===== config.mk =====
export PLATFORM = sky130hd
export DESIGN_NAME = timer_ctrl
export DESIGN_NICKNAME = d
export VERILOG_FILES = /design/src/rtl/timer_ctrl_pkg.sv /design/src/rtl/timer_ctrl_psc.sv /design/src/rtl/timer_ctrl.sv
export SDC_FILE = /design/constraint.sdc
export NUM_CORES = 1
export LEC_CHECK = 0
export BUFFER_PORTS_ARGS = -buffer_cell sky130_fd_sc_hd__buf_2
export CORE_UTILIZATION = 54
export DETAILED_ROUTE_END_ITERATION = 7
export PLACE_DENSITY = 0.81
export SLEW_MARGIN = 20
export SYNTH_ARGS = -nofsm -noshare
export SYNTH_HDL_FRONTEND = slang
export SYNTH_SLANG_ARGS = --single-unit

===== constraint.sdc =====
create_clock -name clk -period 3.3 [get_ports clk]
set_clock_uncertainty 0.1 [all_clocks]
set_input_delay 0.495 -clock clk [delete_from_list [all_inputs] [get_ports clk]]
set_output_delay 0.495 -clock clk [all_outputs]
set_load 0.05 [all_outputs]

===== src/rtl/timer_ctrl_pkg.sv =====
// rtl/timer_ctrl_pkg.sv - shared types and constants for the timer controller
package timer_ctrl_pkg;

    typedef enum logic [1:0] {
        ST_IDLE = 2'd0,
        ST_RUN  = 2'd1,
        ST_HOLD = 2'd2
    } state_e;

    localparam logic [1:0] ADDR_PERIOD   = 2'd0;
    localparam logic [1:0] ADDR_PRESCALE = 2'd1;
    localparam logic [1:0] ADDR_MODE     = 2'd2;

    localparam int MODE_PERIODIC_BIT = 0;
    localparam int MODE_IRQ_EN_BIT   = 1;

    // PERIOD resets to all ones at whatever CNT_W the top is built with.
    localparam logic [1:0] MODE_RESET     = 2'b01;
    localparam logic       PRESCALE_RESET = 1'b0;
    localparam logic       PERIOD_RESET   = 1'b1;

endpackage


===== src/rtl/timer_ctrl_psc.sv =====
// rtl/timer_ctrl_psc.sv - prescaler producing one step every div+1 running cycles
module timer_ctrl_psc #(
    parameter int PSC_W = 4
) (
    input  logic             clk,
    input  logic             rst_n,
    input  logic             run,
    input  logic             clear,
    input  logic [PSC_W-1:0] div,
    output logic             step
);

    logic [PSC_W-1:0] psc_q;
    logic [PSC_W-1:0] psc_d;

    // >= rather than == so a PRESCALE lowered mid-count steps at once instead of wrapping.
    assign step = run && (psc_q >= div);

    always_comb begin
        psc_d = psc_q;
        if (clear) begin
            psc_d = '0;
        end else if (run) begin
            psc_d = step ? '0 : psc_q + 1'b1;
        end
    end

    always_ff @(posedge clk or negedge rst_n) begin
        if (!rst_n) begin
            psc_q <= '0;
        end else begin
            psc_q <= psc_d;
        end
    end

endmodule


===== src/rtl/timer_ctrl.sv =====
// rtl/timer_ctrl.sv - prescaled periodic/one-shot timer with pause, tick and sticky irq
module timer_ctrl
    import timer_ctrl_pkg::*;
#(
    parameter int CNT_W = 8,
    parameter int PSC_W = 4
) (
    input  logic             clk,
    input  logic             rst_n,
    input  logic             cfg_we,
    input  logic [1:0]       cfg_addr,
    input  logic [CNT_W-1:0] cfg_wdata,
    input  logic             start,
    input  logic             stop,
    input  logic             irq_clr,
    output logic [CNT_W-1:0] count,
    output logic             busy,
    output logic             tick,
    output logic             irq
);

    state_e           state_q, state_d;
    logic [CNT_W-1:0] count_q, count_d;
    logic [CNT_W-1:0] period_q, period_d;
    logic [PSC_W-1:0] div_q, div_d;
    logic [1:0]       mode_q, mode_d;
    logic             tick_q, tick_d;
    logic             irq_q, irq_d;
    logic             psc_run;
    logic             psc_clear;
    logic             step;

    timer_ctrl_psc #(
        .PSC_W (PSC_W)
    ) u_psc (
        .clk   (clk),
        .rst_n (rst_n),
        .run   (psc_run),
        .clear (psc_clear),
        .div   (div_q),
        .step  (step)
    );

    always_comb begin
        period_d = period_q;
        div_d    = div_q;
        mode_d   = mode_q;
        if (cfg_we) begin
            case (cfg_addr)
                ADDR_PERIOD:   period_d = cfg_wdata;
                ADDR_PRESCALE: div_d    = cfg_wdata[PSC_W-1:0];
                ADDR_MODE:     mode_d   = cfg_wdata[1:0];
                default:       ;
            endcase
        end
    end

    // stop takes priority everywhere and also masks the step of the cycle it arrives in.
    always_comb begin
        state_d   = state_q;
        count_d   = count_q;
        tick_d    = 1'b0;
        psc_run   = 1'b0;
        psc_clear = 1'b0;
        case (state_q)
            ST_IDLE: begin
                if (start && !stop) begin
                    state_d   = ST_RUN;
                    count_d   = '0;
                    psc_clear = 1'b1;
                end
            end
            ST_RUN: begin
                if (stop) begin
                    state_d = ST_HOLD;
                end else begin
                    psc_run = 1'b1;
                    if (step) begin
                        if (count_q >= period_q) begin
                            count_d = '0;
                            tick_d  = 1'b1;
                            if (!mode_q[MODE_PERIODIC_BIT]) begin
                                state_d = ST_IDLE;
                            end
                        end else begin
                            count_d = count_q + 1'b1;
                        end
                    end
                end
            end
            ST_HOLD: begin
                if (stop) begin
                    state_d   = ST_IDLE;
                    count_d   = '0;
                    psc_clear = 1'b1;
                end else if (start) begin
                    state_d = ST_RUN;
                end
            end
            default: begin
                state_d   = ST_IDLE;
                count_d   = '0;
                psc_clear = 1'b1;
            end
        endcase
    end

    always_comb begin
        irq_d = irq_q;
        if (tick_d && mode_q[MODE_IRQ_EN_BIT]) begin
            irq_d = 1'b1;
        end else if (irq_clr) begin
            irq_d = 1'b0;
        end
    end

    always_ff @(posedge clk or negedge rst_n) begin
        if (!rst_n) begin
            state_q  <= ST_IDLE;
            count_q  <= '0;
            period_q <= {CNT_W{PERIOD_RESET}};
            div_q    <= {PSC_W{PRESCALE_RESET}};
            mode_q   <= MODE_RESET;
            tick_q   <= 1'b0;
            irq_q    <= 1'b0;
        end else begin
            state_q  <= state_d;
            count_q  <= count_d;
            period_q <= period_d;
            div_q    <= div_d;
            mode_q   <= mode_d;
            tick_q   <= tick_d;
            irq_q    <= irq_d;
        end
    end

    assign count = count_q;
    assign busy  = (state_q != ST_IDLE);
    assign tick  = tick_q;
    assign irq   = irq_q;

endmodule


==> results.cfg, run 1 <==
[timing]
finalHoldViolCount = 0
timing.hold.ws_ps = 80.7
post-route-period-util_pct = 65.5
slew_headroom_pct = 46.7
fmax_mhz = 463
rsz0062_at_grt = no
slew_violations = 0
period_minus_slack_ps = 2160
setup_viol = 0
setup_slack_ps = 1140
finalSetupTns_ps = 0
worst_pin_slew_ps = 796

[yosys]
ys_seq_area_share_pct = 44.4
post_synth.cell_area_avg_sq_um = 11.2
synthAdderAreaFrac_pct = 10.2
synth_warnings = 0
synth_edf_count = 0
synthXorXnorAreaFrac_pct = 1.02
yosys.area.top_type_share_pct = 30.6
async_flop_share_pct = 100
syn_area_sq_um = 1720
synth_area_leader_cell = dfrtp_1
synth.net_count = 183
yosysUniqueCellTypes = 40
syn_inst = 153
yosys.area_share.simple_pct = 15.8
synth_top_family_by_area = compound AO/OA/AOI/OAI gates
synth_seq_cells = 30
synth.area.mux_share_pct = 6.12
synth_area_leaders = dfrtp_1, dfstp_2, ha_1
ys.flop_type = dfrtp_1
synth-compound-area-share_pct = 18.6

[cts]
cts_buffers = 5
clock_tree.root_cell = clkbuf_4
tritoncts = yes
cts_resized = 0
cts_hold_buf = 0
clkLatencyLatePin_ps = 330
post_cts_buffers = 0
numClockSinks = 30
clk_transition_reported_paths_ps = 100
clock_path_buffers = 2
cts_htree_levels = 2

[placed_design]
placed_cells = 222
numPortBuffers = 26
dpl.hpwl_um = 2570
pre_cts_ws_ps = 1170
place_congestion = 0.763
place_area_sq_um = 1900

[worst_setup_path]
crit_required_ps = 3470
path_cells = inv_1 > ha_1 > and3_4 > a221oi_4 > o211ai_4 > nor2_8 > mux2_4
cp-end-kind = flop
startpoint_type = flop
cpPeakStageDelay_ps = 530
worstSetupPathType = reg2reg
slowest_stage = dfstp_2
path_max_fanout = 8
critPathArrivalTime_ps = 2330

[grt]
grt_usage_pct = 23.4
antenna_found_initial = 0
first_global_vias = 1279
grt_pass1_wl_um = 5910
globalRouteOverflowTotal = 0
grt_max_degree = 31

[hold_path]
hold_path_class = in2async

[floorplan]
die_x_um = 58.4
initial_core_util_pct = 56.7
dieArea_sq_um = 3410
core_sq_um = 3030
io_pins = 27
die_h_um = 58.4
core.rowCount = 20

[final_layout]
diodes = 0
fillers = 250
fin_cells = 230
layout.nets = 215
area_growth_pct = 15.1
utilization_pct = 65.3
drive_above_1_share_pct = 36.0
final_area_sq_um = 1980

[power_and_ir_drop]
p_leak_nw = 0.991
ir_worst_vdd_uv = 326
power_mw = 1.01
power_density_nw_per_um2 = 512

[route]
vias = 1231
routed_via_density = 5.35
drc = 0
antenna_left = 0
wl_um = 3400
drt_first_pass_iters = 4
drtIter0Drc = 27
wl_per_cell_um = 14.8

[flow_run]
drv_cap = 0

[status]
outcome = finished clean
-- report_power, final --
group          internal (mW)  switching [mW]  leakage (nW)
sequential             0.425          0.0296         0.373
combinational          0.109           0.161         0.573
clock                  0.157           0.131        0.0450
total                  0.691           0.322         0.991
-- worst paths after layout --
kind                              startpoint     endpoint  slack, ps  cells after the start
worst max-delay path             period_q[7]     count[0]       1140                      7
worst min-delay path                   rst_n     div_q[3]         80                      1
worst max register to register   period_q[7]     count[0]       1140                      7
worst min register to register     mode_q[1]          irq        410                      1
max in group asynchronous              rst_n     count[0]       2600                      1
min in group clk                cfg_wdata[4]  period_q[4]        250                      3
-- per-layer routing --
layer	global-route usage, %	vias to the layer above	share of wire [%]
li1	-	619	-
met2	39.2	26	50
met5	0	-	0
met3	7.03	7	4.1
met1	28.6	579	45
met4	8.50	0	1.2
-- flip-flops by register name, summed over array words and instances, names as in the netlist --
register     flops
count            8
period_q         8
div_q            4
u_psc.psc_q      4
mode_q           2
state_q          2
irq              1
tick             1
-- layout by cell type, fill, tap and decap left out, types with 2 or more instances in the layout --
| cell | instances |
|---|---|
| xnor2_1 | 2 |
| clkbuf_4 | 5 |
| mux2_2 | 8 |
| a22o_1 | 8 |
| nor2_1 | 5 |
| o21ai_0 | 8 |
| clkinv_2 | 2 |
| o21ai_1 | 9 |
| a22o_2 | 2 |
| nor2b_1 | 7 |
| dfrtp_1 | 21 |
| inv_1 | 17 |
| nand3b_1 | 2 |
| dfstp_2 | 9 |
| o211ai_4 | 2 |
| buf_2 | 26 |
| nand2b_1 | 2 |
| nand3_1 | 2 |
| ha_1 | 14 |
| nand2_1 | 8 |
| nor3_1 | 2 |
| and3_1 | 4 |
-- cell usage after synthesis, types with 2 or more instances --
library cell and n:
nand2_1 8, ha_1 14, dfrtp_1 21, nand3_1 2
nor2_1 5, dfstp_2 9, o211ai_4 2, a22o_2 2
o21ai_1 9, o21ai_0 8, inv_1 17, nor3_1 2
and3_1 4, nand2b_1 2, a22o_1 8, xnor2_1 2
nand3b_1 2, nor2b_1 7, mux2_2 8
-- kinds of logic (layout without fill, tap and decap cells) --
family / count (synthesis) / after routing
buf+inv: 18 / 51
fa+ha+maj: 14 / 14
mux: 9 / 9
xor+xnor: 2 / 2
flops: 30 / 30
compound gates: 38 / 38
simple gates: 42 / 42
-- final cells by class --
class	instances	area (sq um)	share of cell area [%]
Sequential cell	30	762	38.5
Timing Repair Buffer	26	130	6.58
Clock inverter	3	40.0	2.03
Multi-Input combinational cell	105	888	44.9
Clock buffer	5	37.5	1.90
Tap cell	44	55.1	2.78
Inverter	17	63.8	3.23
-- critical path, delay by kind of cell (launching register included) --
family | cells | cell delay (ps)
compound gates | 2 | 540
fa+ha+maj | 1 | 320
mux | 1 | 160
simple gates | 2 | 400
buf+inv | 1 | 50
flops | 1 | 530
No activity file was read; power rests on OpenSTA's default activity.
==> run 2, diff against run 1 <==
- CORE_UTILIZATION: 54 -> 50
- PLACE_DENSITY: 0.81 -> 0.79
- clock period: 3.3 -> 1.8 ns (I/O delays scaled with it)
==> results.cfg, run 2 (same netlist as run 1, synthesis figures left out) <==
[cts]
tritoncts = yes
clock_tree.root_cell = clkbuf_4
clk_transition_reported_paths_ps = 90
numClockSinks = 30
cts_htree_levels = 2
clock_path_buffers = 2
clkLatencyLatePin_ps = 330
cts_buffers = 5

[final_layout]
multi_input_area_sq_um = 978
final_area_sq_um = 2230
final_common_cell = buf_2
diodes = 0
area_growth_pct = 29.6
layout.nets = 237
fillers = 260
seq_area_sq_um = 771
drive_above_1_share_pct = 51.9
most-common-layout-cells = buf_2, buf_4, dfrtp_1, inv_1, ha_1

[worst_setup_path]
path_max_fanout = 7
r2r_start = period_q[6]
rr_endpoint = count[5]
reg2reg_slack_ps = -250
startpoint_type = flop
crit_required_ps = 1930
cp-end-kind = flop
path_cells = inv_2 > ha_4 > and3_4 > o211ai_4 > o211ai_4 > o21ai_1 > a22o_1
slowest_stage = dfstp_2
worstSetupPathType = reg2reg
crit_path_frequent_cell = o211ai_4
critPathArrivalTime_ps = 2170
r2r_cells = 7
cpPeakStageDelay_ps = 540

[timing]
finalSetupTns_ps = -2250
setup_slack_ps = -245
fmax_mhz = 489
slew_headroom_pct = 54.3
finalHoldViolCount = 0
post-route-period-util_pct = 114
setup_viol = 11
worst_pin_slew_ps = 685
timing.hold.ws_ps = 31.6
rsz0062_at_grt = yes
period_minus_slack_ps = 2050
slew_violations = 0

[route]
drt_first_pass_iters = 4
vias = 1347
drtIter0Drc = 48
routed_via_density = 5.35
wl_per_cell_um = 14.5
antenna_left = 0
wl_um = 3670
drc = 0

[status]
failed_checks = negative setup slack
outcome = complete, but fails checks

[grt]
grtUsageMet3_pct = 6.18
antenna_found_initial = 0
top_usage_layer = met2
first_global_vias = 1334
use_met1_pct = 24.5
use_met2_pct = 39.2
grt_pass1_wl_um = 5780
grt_max_degree = 31
globalRouteOverflowTotal = 0
grt_usage_pct = 22.0

[placed_design]
dpl.hpwl_um = 2830
place_area_sq_um = 2120
place_congestion = 0.755
numPortBuffers = 26
pre_cts_ws_ps = -248

[power_and_ir_drop]
p_leak_nw = 1.09
ir_worst_vdd_uv = 504
power_density_nw_per_um2 = 855

[floorplan]
die_x_um = 60.6
core.rowCount = 20
dieArea_sq_um = 3670
initial_core_util_pct = 54.5
die_h_um = 60.6
core_sq_um = 3150
io_pins = 27

[hold_path]
hold_path_class = in2reg
min_to = period_q[4]
hold_depth = 3
min_from = cfg_wdata[4]

[flow_run]
drv_cap = 0
## run 2: cell types whose count changed in the layout (fill, tap and decap cells not counted), sizes merged
cell         previous run  this run
buf                    26        47
clkbuf                  5         7
bufinv                  1         0
clkinv                  2         1
dlygate4sd3             0         1
## run 2: where the power goes
group	switching [mW]	leakage, nW	total (mW)	internal, mW
Clock	0.236	0.0353	0.425	0.189
Sequential	0.0526	0.362	0.835	0.782
Combinational	0.344	0.698	0.642	0.298
Total	0.633	1.09	1.90	1.27
## run 2: worst max-delay path, delay by kind of cell (launching register included)
family | cells | cell delay (ps)
flip-flops | 1 | 540
AND/OR/NAND/NOR | 1 | 210
buffers and inverters | 1 | 40
AO/OA/AOI/OAI | 4 | 780
adder cells (fa/ha/maj) | 1 | 260
## run 2: final cells by class
| class | instances | share of cell area [%] |
|---|---|---|
| repair buffers | 48 | 13.4 |
| multi-input cells | 105 | 44.0 |
| inverters | 17 | 2.87 |
| clock inverters | 1 | 0.225 |
| clock buffers | 7 | 2.47 |
| flip-flops and latches | 30 | 34.6 |
| well taps | 44 | 2.47 |
## run 2: timing repair
item	CTS	global route
buffers inserted	2	0
resized for setup	4	7
pin swaps	9	8
setup endpoints to repair	11	14
hold endpoints to repair	21	0
hold buffers	1	0
cloned	0	0
## run 2: stage by stage
| step | std cells | util (%) | power (mW) |
|---|---|---|---|
| detailed placement | 241 | 67.1 | 1.46 |
| finish | 252 | 70.6 | 1.90 |
| floorplan | 153 | - | 1.26 |
| CTS | 252 | 70.0 | 1.90 |
| global placement | 241 | 67.1 | 1.42 |
| global route | 252 | 70.6 | 2.00 |
## run 2: worst max-delay path by stage
stage	from	endpoint	slack (ps)	depth (start not counted)
global placement	period_q[2]	irq	-180	7
floorplan	count[7]	count[2]	-150	6
detailed placement	period_q[6]	count[7]	-250	7
finish	period_q[6]	count[5]	-250	7
global route	period_q[6]	count[2]	-300	7
CTS	period_q[6]	count[0]	-250	7
## run 2: per-layer routing
| metal | wire (um) | part of all wire (%) |
|---|---|---|
| met5 | 0 | 0 |
| met4 | 49 | 1.3 |
| met3 | 118 | 3.2 |
| met2 | 2020 | 55 |
| met1 | 1480 | 40 |
==> run 3, diff against run 2 <==
- RECOVER_POWER: unset -> 50
==> results.cfg, run 3 (same netlist as run 1, synthesis figures left out) <==
[worst_setup_path]
path_max_fanout = 7
path_cells = inv_2 > ha_4 > and3_4 > o211ai_4 > o211ai_4 > o21ai_1 > a22o_1
crit_path_frequent_cell = o211ai_4
crit_family = compound AO/OA/AOI/OAI gates
crit_required_ps = 1930
cpPeakStageDelay_ps = 540
critPathArrivalTime_ps = 2170
startpoint_type = flop
path_buf_inv = 1
slowest_stage = dfstp_2
cp-end-kind = flop
worstSetupPathType = reg2reg

[timing]
finalSetupTns_ps = -2250
setup_slack_ps = -245
period_minus_slack_ps = 2050
finalHoldViolCount = 0
fmax_mhz = 489
timing.hold.ws_ps = 45.9
slew_headroom_pct = 49.1
post-route-period-util_pct = 114
worst_pin_slew_ps = 763
setup_viol = 11
rsz0062_at_grt = yes
slew_violations = 0

[placed_design]
numPortBuffers = 26
dpl.hpwl_um = 2830
place_congestion = 0.755
place_area_sq_um = 2120
placed_cells = 241
pre_cts_ws_ps = -248

[power_and_ir_drop]
power_mw = 1.90
p_switching_mw = 0.632
seqPwrFrac_pct = 43.9
cellInternalPower_mw = 1.27
p_leak_nw = 1.09
swShare_pct = 33.3
pwr-share-comb_pct = 33.8
power_density_nw_per_um2 = 853
p_clk_share_pct = 22.4
ir_worst_vdd_uv = 504

[grt]
grt_max_degree = 31
first_global_vias = 1334
antenna_found_initial = 0
grt_pass1_wl_um = 5780
grt_usage_pct = 22.0
globalRouteOverflowTotal = 0

[cts]
cts_buffers = 5
clkLatencyLatePin_ps = 330
clk_transition_reported_paths_ps = 90
clock_tree.root_cell = clkbuf_4
tritoncts = yes
numClockSinks = 30
clock_path_buffers = 2
cts_htree_levels = 2

[route]
routed_via_density = 5.35
drc = 0
vias = 1347
drt_first_pass_iters = 4
antenna_left = 0
wl_um = 3670
wl_per_cell_um = 14.5
drtIter0Drc = 48

[final_layout]
diodes = 0
final_area_sq_um = 2230
most-common-layout-cells = buf_2, buf_4, dfrtp_1, inv_1, ha_1
area_growth_pct = 29.6
utilization_pct = 70.6
fillers = 260
final_common_cell = buf_2
fin_cells = 252
drive_above_1_share_pct = 51.4
layout.nets = 237

[floorplan]
core.rowCount = 20
dieArea_sq_um = 3670
die_x_um = 60.6
core_sq_um = 3150
initial_core_util_pct = 54.5
io_pins = 27
die_h_um = 60.6

[status]
failed_checks = negative setup slack
outcome = complete, but fails checks

[flow_run]
drv_cap = 0

[hold_path]
hold_path_class = in2reg
[run 3: power by group through the flow]
stage / Clock (mW) / Combinational, mW / Sequential (mW)
after global routing: 0.459 / 0.697 / 0.841
after floorplan: 0 / 0.388 / 0.873
after CTS: 0.433 / 0.628 / 0.834
after global placement: 0 / 0.579 / 0.839
after detailed placement: 0 / 0.614 / 0.843
final: 0.425 / 0.641 / 0.833
[run 3: path summary, 6_finish.rpt]
| path | start | endpoint | slack (ps) | cells past startpoint |
|---|---|---|---|---|
| worst min-delay path | cfg_wdata[6] | period_q[6] | 50 | 3 |
| min in group asynchronous | rst_n | count[5] | 450 | 2 |
| worst min register to register | period_q[1] | period_q[1] | 410 | 2 |
| worst max-delay path | period_q[6] | count[5] | -250 | 7 |
| worst max register to register | period_q[6] | count[5] | -250 | 7 |
| max in group asynchronous | rst_n | count[1] | 620 | 2 |
[run 3: final cells by class]
class / instances / area (sq um) / area share [%]
Multi-Input combinational cell: 105 / 978 / 44.0
Clock buffer: 7 / 55.1 / 2.47
Inverter: 17 / 63.8 / 2.87
Timing Repair Buffer: 48 / 298 / 13.4
Clock inverter: 1 / 5.00 / 0.225
Sequential cell: 30 / 771 / 34.6
Tap cell: 44 / 55.1 / 2.47
[run 3: repair_timing]
item | in CTS | in global routing
buffers inserted | 2 | 0
hold buffers | 1 | 0
hold endpoints to repair | 21 | 0
resized for setup | 4 | 7
pin swaps | 9 | 8
setup endpoints to repair | 11 | 14
[run 3: worst register-to-register path, stage by stage, from the launching register on]
cell and delay [ps]:
dfstp_2 540, inv_2 40, ha_4 260, and3_4 210, o211ai_4 90, o211ai_4 340, o21ai_1 140, a22o_1 210
[run 3: layer usage]
metal | track usage [%] | up-vias | wire length (um)
met3 | 6.18 | 8 | 118
met2 | 39.2 | 33 | 2020
met1 | 24.5 | 650 | 1480
met5 | 0 | - | 0
met4 | 9.42 | 0 | 49
li1 | - | 656 | -
